[src/rtl/led_blink_encoder.sv]
// Blink-train encoder: shows a status code as N LED pulses followed by a dark gap,
// optionally replaying the last accepted code until a new one arrives.
module led_blink_encoder #(
  parameter int unsigned CodeWidth    = 4,
  parameter logic [31:0] OnCycles     = 32'd1,
  parameter logic [31:0] OffCycles    = 32'd1,
  parameter logic [31:0] GapCycles    = 32'd1,
  parameter bit          AutoRepeat   = 1'b1,
  parameter bit          LedActiveLow = 1'b0
) (
  input  logic                 clk,
  input  logic                 reset,
  input  logic [CodeWidth-1:0] code,
  input  logic                 code_valid,
  output logic                 code_ready,
  output logic                 led,
  output logic                 busy,
  output logic                 seq_done
);

  localparam logic [1:0] StIdle = 2'd0;
  localparam logic [1:0] StOn   = 2'd1;
  localparam logic [1:0] StOff  = 2'd2;
  localparam logic [1:0] StGap  = 2'd3;

  logic [1:0]           state_q, state_d;
  logic [31:0]          cnt_q, cnt_d;
  logic [CodeWidth-1:0] pulses_q, pulses_d;
  logic [CodeWidth-1:0] code_q, code_d;
  logic                 have_code_q, have_code_d;
  logic                 done_q, done_d;
  logic                 start;
  logic [CodeWidth-1:0] start_code;

  always_comb begin
    state_d     = state_q;
    cnt_d       = cnt_q;
    pulses_d    = pulses_q;
    code_d      = code_q;
    have_code_d = have_code_q;
    done_d      = 1'b0;
    start       = 1'b0;
    start_code  = code_q;

    case (state_q)
      StIdle: begin
        // A freshly offered code takes priority over replaying the latched one.
        if (code_valid) begin
          code_d      = code;
          have_code_d = 1'b1;
          start_code  = code;
          start       = 1'b1;
        end else if (AutoRepeat && have_code_q) begin
          start = 1'b1;
        end
        if (start) begin
          if (start_code != '0) begin
            state_d  = StOn;
            pulses_d = start_code;
            cnt_d    = OnCycles - 32'd1;
          end else begin
            state_d = StGap;
            cnt_d   = GapCycles - 32'd1;
          end
        end
      end
      StOn: begin
        if (cnt_q == 32'd0) begin
          state_d  = StOff;
          cnt_d    = OffCycles - 32'd1;
          pulses_d = pulses_q - 1'b1;
        end else begin
          cnt_d = cnt_q - 32'd1;
        end
      end
      StOff: begin
        if (cnt_q == 32'd0) begin
          if (pulses_q == '0) begin
            state_d = StGap;
            cnt_d   = GapCycles - 32'd1;
          end else begin
            state_d = StOn;
            cnt_d   = OnCycles - 32'd1;
          end
        end else begin
          cnt_d = cnt_q - 32'd1;
        end
      end
      StGap: begin
        if (cnt_q == 32'd0) begin
          state_d = StIdle;
          done_d  = 1'b1;
        end else begin
          cnt_d = cnt_q - 32'd1;
        end
      end
      default: state_d = StIdle;
    endcase
  end

  always_ff @(posedge clk) begin
    if (reset) begin
      state_q     <= StIdle;
      cnt_q       <= 32'd0;
      pulses_q    <= '0;
      code_q      <= '0;
      have_code_q <= 1'b0;
      done_q      <= 1'b0;
    end else begin
      state_q     <= state_d;
      cnt_q       <= cnt_d;
      pulses_q    <= pulses_d;
      code_q      <= code_d;
      have_code_q <= have_code_d;
      done_q      <= done_d;
    end
  end

  assign led        = (state_q == StOn) ^ LedActiveLow;
  assign code_ready = (state_q == StIdle);
  assign busy       = (state_q != StIdle);
  assign seq_done   = done_q;

endmodule

[config.mk]
export PLATFORM = sky130hd
export DESIGN_NAME = led_blink_encoder
export DESIGN_NICKNAME = d
export VERILOG_FILES = /design/src/rtl/led_blink_encoder.sv
export SDC_FILE = /design/constraint.sdc
export NUM_CORES = 1
export LEC_CHECK = 0
export ABC_AREA = 1
export BUFFER_PORTS_ARGS = -buffer_cell sky130_fd_sc_hd__buf_2
export CORE_ASPECT_RATIO = 1.2
export CORE_MARGIN = 2
export CORE_UTILIZATION = 52
export CTS_CLUSTER_SIZE = 24
export DETAILED_ROUTE_END_ITERATION = 12
export PLACE_DENSITY = 0.78
export SLEW_MARGIN = 20
export SYNTH_ARGS = -nofsm -noshare
export SYNTH_HDL_FRONTEND = slang
export SYNTH_SLANG_ARGS = --single-unit
[constraint.sdc]
create_clock -name clk -period 2.9 [get_ports clk]
set_clock_uncertainty 0.15 [all_clocks]
set_input_delay 0.29 -clock clk [delete_from_list [all_inputs] [get_ports clk]]
set_output_delay 0.29 -clock clk [all_outputs]
set_load 0.02 [all_outputs]
# After elaboration in Yosys (flattened, before gate mapping)
# Cells that the tools add are included.
# totals
elab_cells,51
output_inout_bits,4
regBits,44
input_bits,7
# op_classes
addsub,2
bitwise_logic,1
muxes,21
n_reduce_logical,12
eq_ne,9
# ops
cell,count
two-way mux 32 bit,3
one-hot mux 32 bit (3 select lines),1
zero test 32 bit,1
"subtractor 32 x 1 -> 32 bit, second input constant",1
two-way mux 4 bit,5
two-way mux 2 bit,6
one-hot mux 2 bit (4 select lines),1
one-hot mux 4 bit (2 select lines),1
AND reduction 4 bit,2
"!= test 2 x 1 -> 1 bit, second input constant",3
"!= test 2 bit, second input constant",3
"equality test 2 bit, second input constant",2
zero test 4 bit,1
two-way mux 1 bit,4
AND reduction 2 bit,2
nonzero test 2 bit,2
nonzero test 4 bit,1
OR reduction 2 bit,2
"subtractor 4 x 1 -> 4 bit, second input constant",1
"equality test 2 x 1 -> 1 bit, second input constant",1
zero test 2 bit,1
NOT 1 bit,1

# Depth between registers and ports, before layout
# Gate-level depths: netlist (run 1).
# depth
ltp_word,6
depth_mapped,14

# Worst setup path before layout (run 1)
# Ideal clock, no wire load.
# synth_timing
kind,register to register
from,register state_q[0]
to,register cnt_q[14]
setup_ns,0.116
required_ns,2.634
t_arrival_ns,1.850
setup_slack_ns,0.784
synth_period_minus_slack_ns,2.116
stages_incl_launch_ff,11
path_cell_list,dfxtp_1 -> inv_1 -> ha_1 -> inv_2 -> nor3_2 -> bufinv_8 -> nand2_4 -> buf_6 -> nor2_1 -> o21ai_0 -> nor2_1
# synth_between
elab_chain_len,3
# synth_lines
element,line,text
"start, declared",26,"logic [1:0] state_q, state_d;"
"start signal, assigned",103,state_q <= StIdle;
"start signal, assigned",110,state_q <= state_d;
zero test 2 bit *,-,
named net code_ready,15,"output logic code_ready,"
!= test 2 x 1 -> 1 bit (no line),-,
AND reduction 2 bit (no line),-,
"end signal, assigned",111,cnt_q <= cnt_d;
"end, declared",27,"logic [31:0] cnt_q, cnt_d;"
# The timed path passes the listed nets; every way through them passes the cells marked *.
# A chain may end at the register's enable or synchronous reset.

# Final worst setup path (run 1)
# layout_timing
from,register cnt_q[0]
to,register cnt_q[4]
# layout_between
elab_chain_len,3
# layout_lines
element,line,text
subtractor 32 x 1 -> 32 bit / zero test 32 bit (equally long branches),-,
"two-way mux 32 bit, or another cell as far along",90,if (cnt_q == 32'd0) begin
one-hot mux 32 bit (3 select lines) / AND reduction 2 bit (equally long branches),-,
# Parallel ways exist; a longest one is shown, timed or not. The select of a mux whose other input is x is not followed.

==> flow_summary.yaml, run 1 <==
timing:
  setup_tns_ns: 0
  clock.fmax_mhz: 395
  finalSetupViolCount: 0
  hold_viol: 0
  maxSlewViolCount: 0
  period_minus_slack_ns: 2.53
  hold_ws_ns: 0.0898
  rsz0062_at_grt: "no"
  maxSlewHeadroom_pct: 44.0
  worst_pin_slew_ns: 0.840
  period_share_pct: 87.3
yosys:
  synth-edff-count: 0
  synth_top_area_share_pct: 30.4
  ys_ff_latch: 44
  synth_cell_types: 35
  netlist_instances: 469
  synthTopCellsByArea: "dfxtp_1 30%, nand2_1 15%, nor2_1 14%"
  async_flop_share_pct: 0
  yosysSeqAreaShare_pct: 30.4
  synth_top_area_cell: "dfxtp_1"
  syn_area_sq_um: 2890
  ys_warn_count: 0
  synth_flop_cell: "dfxtp_1"
  synth.avg_cell_area_sq_um: 6.17
  syn_nets: 484
clock_network:
  clock-sinks: 44
  cts_setup_buffers: 0
  cts-root-buf: "clkbuf_8"
  clock_latency_ns: 0.30
  postCtsHoldBufs: 0
  cts-buffers-inserted: 5
  h-tree-depth: 2
  cts_resized: 0
  cts_buffer_depth: 2
  cts_tree: "yes"
  clkTransAtPathRegs_ns: 0.09
detailed_routing:
  vias: 2909
  drc: 0
  drt_iter0_drc: 219
  routed_wl_um: 6920
  vias_per_cell: 5.40
  routedWlPerCell_um: 12.8
  postRouteAntennaNets: 0
  drt-pass1-iter-count: 5
worst_hold_path:
  hold_start: "code[2]"
  whs_path_depth: 3
  holdPathEnd: "code_q[2]$_SDFFE_PP0P_"
  hp-class: "in -> reg"
layout:
  diodes: 0
  syn_to_final_growth_pct: 5.41
  drive_gt1_share_pct: 9.01
  fin_nets: 491
worst_setup_path:
  path_class: "reg -> reg"
  crit_required_ns: 2.95
  cp-start-kind: "flop"
  ff2ff_setup_slack_ns: 0.37
  reg2reg_depth: 10
  path_max_fanout: 17
  worstReg2RegEnd: "cnt_q[4]$_SDFFE_PP0P_"
  r2r_start: "cnt_q[0]$_SDFFE_PP0P_"
  cp-end-kind: "flop"
  arrival_ns: 2.58
die:
  die_h_um: 85.7
  dieArea_sq_um: 6180
  design.core.area_sq_um: 5330
  io_pins: 11
  initial_core_util_pct: 54.2
  die_x_um: 72.1
  rows: 29
placement:
  numPortBuffers: 10
  hpwlAfterDp_um: 5170
  finalWeightedCongestion: 0.890
global_routing:
  antenna_found_initial: 0
  grt_usage_pct: 23.9
  grt_pass1_wl_um: 11900
  overflow: 0
  grt_max_degree: 30
  grt_pass1_vias: 2747
run_status:
  outcome: "completed"
flow_run:
  maxCapViolCount: 0
-- cells in the mapped netlist, types with 2 or more instances --
master / n
nand3_1: 36
nand2_2: 6
o21bai_1: 6
ha_1: 8
nor2_1: 107
nor2_2: 2
a21oi_2: 3
inv_1: 55
buf_6: 3
nor3_1: 5
inv_2: 2
or2_2: 2
o21ai_0: 21
a21oi_1: 15
dfxtp_1: 44
clkbuf_1: 2
nand3b_1: 2
nand4_1: 9
nand2_1: 119
nor2_4: 3
buf_2: 2
nand2_4: 4
-- area by class of cell --
type | instances | area, sq um
clock buffer | 5 | 68.8
tap | 62 | 77.6
clock inverter | 3 | 42.5
sequential | 44 | 881
multi-input combinational | 357 | 1700
timing repair buffer | 10 | 50.0
fill | 523 | 2280
inverter | 58 | 231
-- sequential cells by signal, summed over array words and instances, names as in the netlist --
signal,flops
cnt_q,32
code_q,4
pulses_q,4
state_q,2
have_code_q,1
seq_done,1
-- logic make-up (layout without fill, tap and decap cells) --
logic type               count (synthesis)  count (layout)  synth area share (%)
adder cells (fa/ha/maj)                  8               8                  3.46
AO/OA/AOI/OAI                           50              50                  10.3
flip-flops                              44              44                  30.4
multiplexers                             1               1                 0.346
buffers and inverters                   68              76                  10.9
XOR/XNOR                                 1               1                 0.303
AND/OR/NAND/NOR                        297             297                  44.3
-- how the worst max path moves through the flow --
stage | endpoint | slack (ns) | startpoint | cells after the start
floorplan | cnt_q[14]$_SDFFE_PP0P_ | 0.78 | state_q[0]$_SDFFE_PP0P_ | 10
global placement | cnt_q[3]$_SDFFE_PP0P_ | 0.49 | cnt_q[0]$_SDFFE_PP0P_ | 10
detailed placement | cnt_q[3]$_SDFFE_PP0P_ | 0.39 | cnt_q[0]$_SDFFE_PP0P_ | 10
CTS | cnt_q[3]$_SDFFE_PP0P_ | 0.38 | cnt_q[0]$_SDFFE_PP0P_ | 10
global route | cnt_q[0]$_SDFFE_PP0P_ | 0.18 | cnt_q[0]$_SDFFE_PP0P_ | 10
finish | cnt_q[4]$_SDFFE_PP0P_ | 0.37 | cnt_q[0]$_SDFFE_PP0P_ | 10
-- cells in the final DEF (no fill, tap or decap) --
cell,n
buf_2,10
clkinv_2,1
a211oi_1,1
nor4_1,1
clkinvlp_4,1
nor2_1,107
clkbuf_8,5
o211ai_1,1
a21oi_1,15
inv_2,2
inv_1,55
nand4_1,9
ha_1,8
nor3_1,5
or2_2,2
nand2_2,6
o21bai_1,6
nor2_2,2
bufinv_16,1
nor2_4,3
dfxtp_1,44
xnor2_1,1
o21a_1,1
mux2i_1,1
nand2_1,119
a31oi_1,1
o21ai_0,21
nand2_4,4
nand3b_1,2
bufinv_8,1
a21oi_4,1
a21oi_2,3
nand3_1,36
nor3_2,1
-- layer usage --
metal / global-route usage (%) / up-vias / part of all wire (%)
li1: - / 1491 / -
met1: 26.5 / 1296 / 41
met2: 44.1 / 94 / 50
met3: 3.06 / 28 / 4.5
met4: 11.7 / 0 / 4.2
met5: 0 / - / 0
-- through the flow --
step | instance area, sq um | setup WS (ns) | instances | util, %
after floorplan | 2890 | 0.784 | 469 | -
after global placement | 2940 | 0.494 | 531 | 55.1
after CTS | 3050 | 0.382 | 539 | 57.2
final | 3050 | 0.369 | 539 | 57.2
after global routing | 3050 | 0.179 | 539 | 57.2
after detailed placement | 2940 | 0.393 | 531 | 55.1
-- critical path: stages, from the launching register on --
cell and delay (ns):
dfxtp_1 0.33, inv_1 0.07, ha_1 0.24, nand2_2 0.14, nor2_4 0.07, nand2_2 0.09, nor2_4 0.05, a21oi_2 0.67
nand2_4 0.28, nand2_4 0.25, nor2_1 0.08
Power of run 1 is not shown: default switching activity piles up to over one toggle a cycle in this logic, so the estimate is an artifact.
==> inputs of run 2 (changes only) <==
--- a/config.mk
+++ b/config.mk
@@ -13,6 +13,7 @@
 export CTS_CLUSTER_SIZE = 24
 export DETAILED_ROUTE_END_ITERATION = 12
 export PLACE_DENSITY = 0.78
+export RECOVER_POWER = 100
 export SLEW_MARGIN = 20
 export SYNTH_ARGS = -nofsm -noshare
 export SYNTH_HDL_FRONTEND = slang
==> run 2 against run 1 <==
Effect of this change:
- wire length rose by 0.32%
- sequential share of layout area rose by 0.30 points
- via count fell by 0.31%
- register-to-register slack got worse by 0.03 ns
- critical path depth fell by 2
- cell count did not move
- clock-buffer cell count did not move
==> flow_summary.yaml, run 2 (synthesis results as in run 1) <==
run_status:
  outcome: "completed"
timing:
  rsz0062_at_grt: "no"
  hold_viol: 0
  finalWorstSetupSlack_ns: 0.338
  clock.fmax_mhz: 390
  period_share_pct: 88.4
  finalSetupViolCount: 0
  worst_pin_slew_ns: 0.844
  maxSlewViolCount: 0
  period_minus_slack_ns: 2.56
  maxSlewHeadroom_pct: 43.7
  setup_tns_ns: 0
layout:
  reg_top3: "cnt_q x32, code_q x4, pulses_q x4"
  diodes: 0
  top_register: "cnt_q"
  layout_commonest_cell: "nand2_1"
  layout_common_cells: "120 x nand2_1, 108 x nor2_1, 56 x inv_1, 44 x dfxtp_1, 36 x nand3_1"
  final_util_pct: 56.6
  fin_nets: 491
  syn_to_final_growth_pct: 4.33
  largest_register_ffs: 32
  drive_gt1_share_pct: 7.34
die:
  rows: 29
  dieArea_sq_um: 6180
  io_pins: 11
  die_h_um: 85.7
  initial_core_util_pct: 54.2
  design.core.area_sq_um: 5330
  die_x_um: 72.1
global_routing:
  grt_usage_pct: 23.9
  grt_max_degree: 30
  antenna_found_initial: 0
  overflow: 0
  grt_pass1_vias: 2747
  grt_pass1_wl_um: 11900
worst_setup_path:
  cp_cell_sequence: "inv_1, ha_1, inv_1, nor3_2, a21oi_2, nand2_4, nand2_4, nor2_1"
  crit_buf_inv: 2
  slowest_delay_ns: 0.63
  crit_slowest_cell: "a21oi_2"
  path_delay_family: "simple AND/OR/NAND/NOR gates"
  path_max_fanout: 17
  path_class: "reg -> reg"
  cp-end-kind: "flop"
  crit_required_ns: 2.95
  cp-start-kind: "flop"
  arrival_ns: 2.61
placement:
  hpwlAfterDp_um: 5170
  post-place-ws_ns: 0.393
  numPortBuffers: 10
  finalWeightedCongestion: 0.890
clock_network:
  clock-sinks: 44
  postCtsHoldBufs: 0
  cts-buffers-inserted: 5
  cts-root-buf: "clkbuf_8"
  cts_resized: 0
  cts_setup_buffers: 0
  clock_latency_ns: 0.30
  cts_tree: "yes"
  cts_buffer_depth: 2
  clkTransAtPathRegs_ns: 0.09
  h-tree-depth: 2
detailed_routing:
  routed_wl_um: 6950
  drt_iter0_drc: 186
  vias: 2900
  routedWlPerCell_um: 12.9
  drc: 0
  drt-pass1-iter-count: 5
  vias_per_cell: 5.38
  postRouteAntennaNets: 0
worst_hold_path:
  hp-class: "in -> reg"
flow_run:
  maxCapViolCount: 0
run 2: cell types whose count changed in the layout (fill, tap and decap cells not counted), sizes merged:
| cell | delta |
|---|---|
| buf | -4 |
| clkbuf | +4 |
run 2: final cells by class:
| type | count | area [sq um] |
|---|---|---|
| fill | 526 | 2320 |
| multi-input combinational | 357 | 1670 |
| sequential | 44 | 881 |
| inverter | 58 | 231 |
| tap | 62 | 77.6 |
| clock buffer | 5 | 68.8 |
| timing repair buffer | 10 | 45.0 |
| clock inverter | 3 | 42.5 |
run 2: metal layers:
metal  wire, um  GRT usage, %
met1       2780          26.5
met2       3560          44.1
met3        354          3.06
met4        248          11.7
met5          0             0
run 2: metrics by stage:
| step | hold WS, ns | std cells | cell area [sq um] |
|---|---|---|---|
| floorplan | 0.275 | 469 | 2890 |
| global placement | 0.301 | 531 | 2940 |
| detailed placement | 0.303 | 531 | 2940 |
| CTS | 0.0881 | 539 | 3050 |
| global route | 0.105 | 539 | 3020 |
| finish | 0.0883 | 539 | 3020 |
run 2: worst paths after layout:
kind | startpoint | end | slack (ns) | cells past startpoint
hold / removal | code[2] | code_q[2]$_SDFFE_PP0P_ | 0.09 | 3
setup reg to reg | state_q[0]$_SDFFE_PP0P_ | cnt_q[4]$_SDFFE_PP0P_ | 0.34 | 8
hold reg to reg | code_q[1]$_SDFFE_PP0P_ | code_q[1]$_SDFFE_PP0P_ | 0.31 | 2
setup / recovery | state_q[0]$_SDFFE_PP0P_ | cnt_q[4]$_SDFFE_PP0P_ | 0.34 | 8
run 2: worst min-delay path, stage by stage:
cell,delay [ns]
buf_2,0.09
inv_1,0.06
a211oi_1,0.06
Power of run 2 is left out for the same reason.
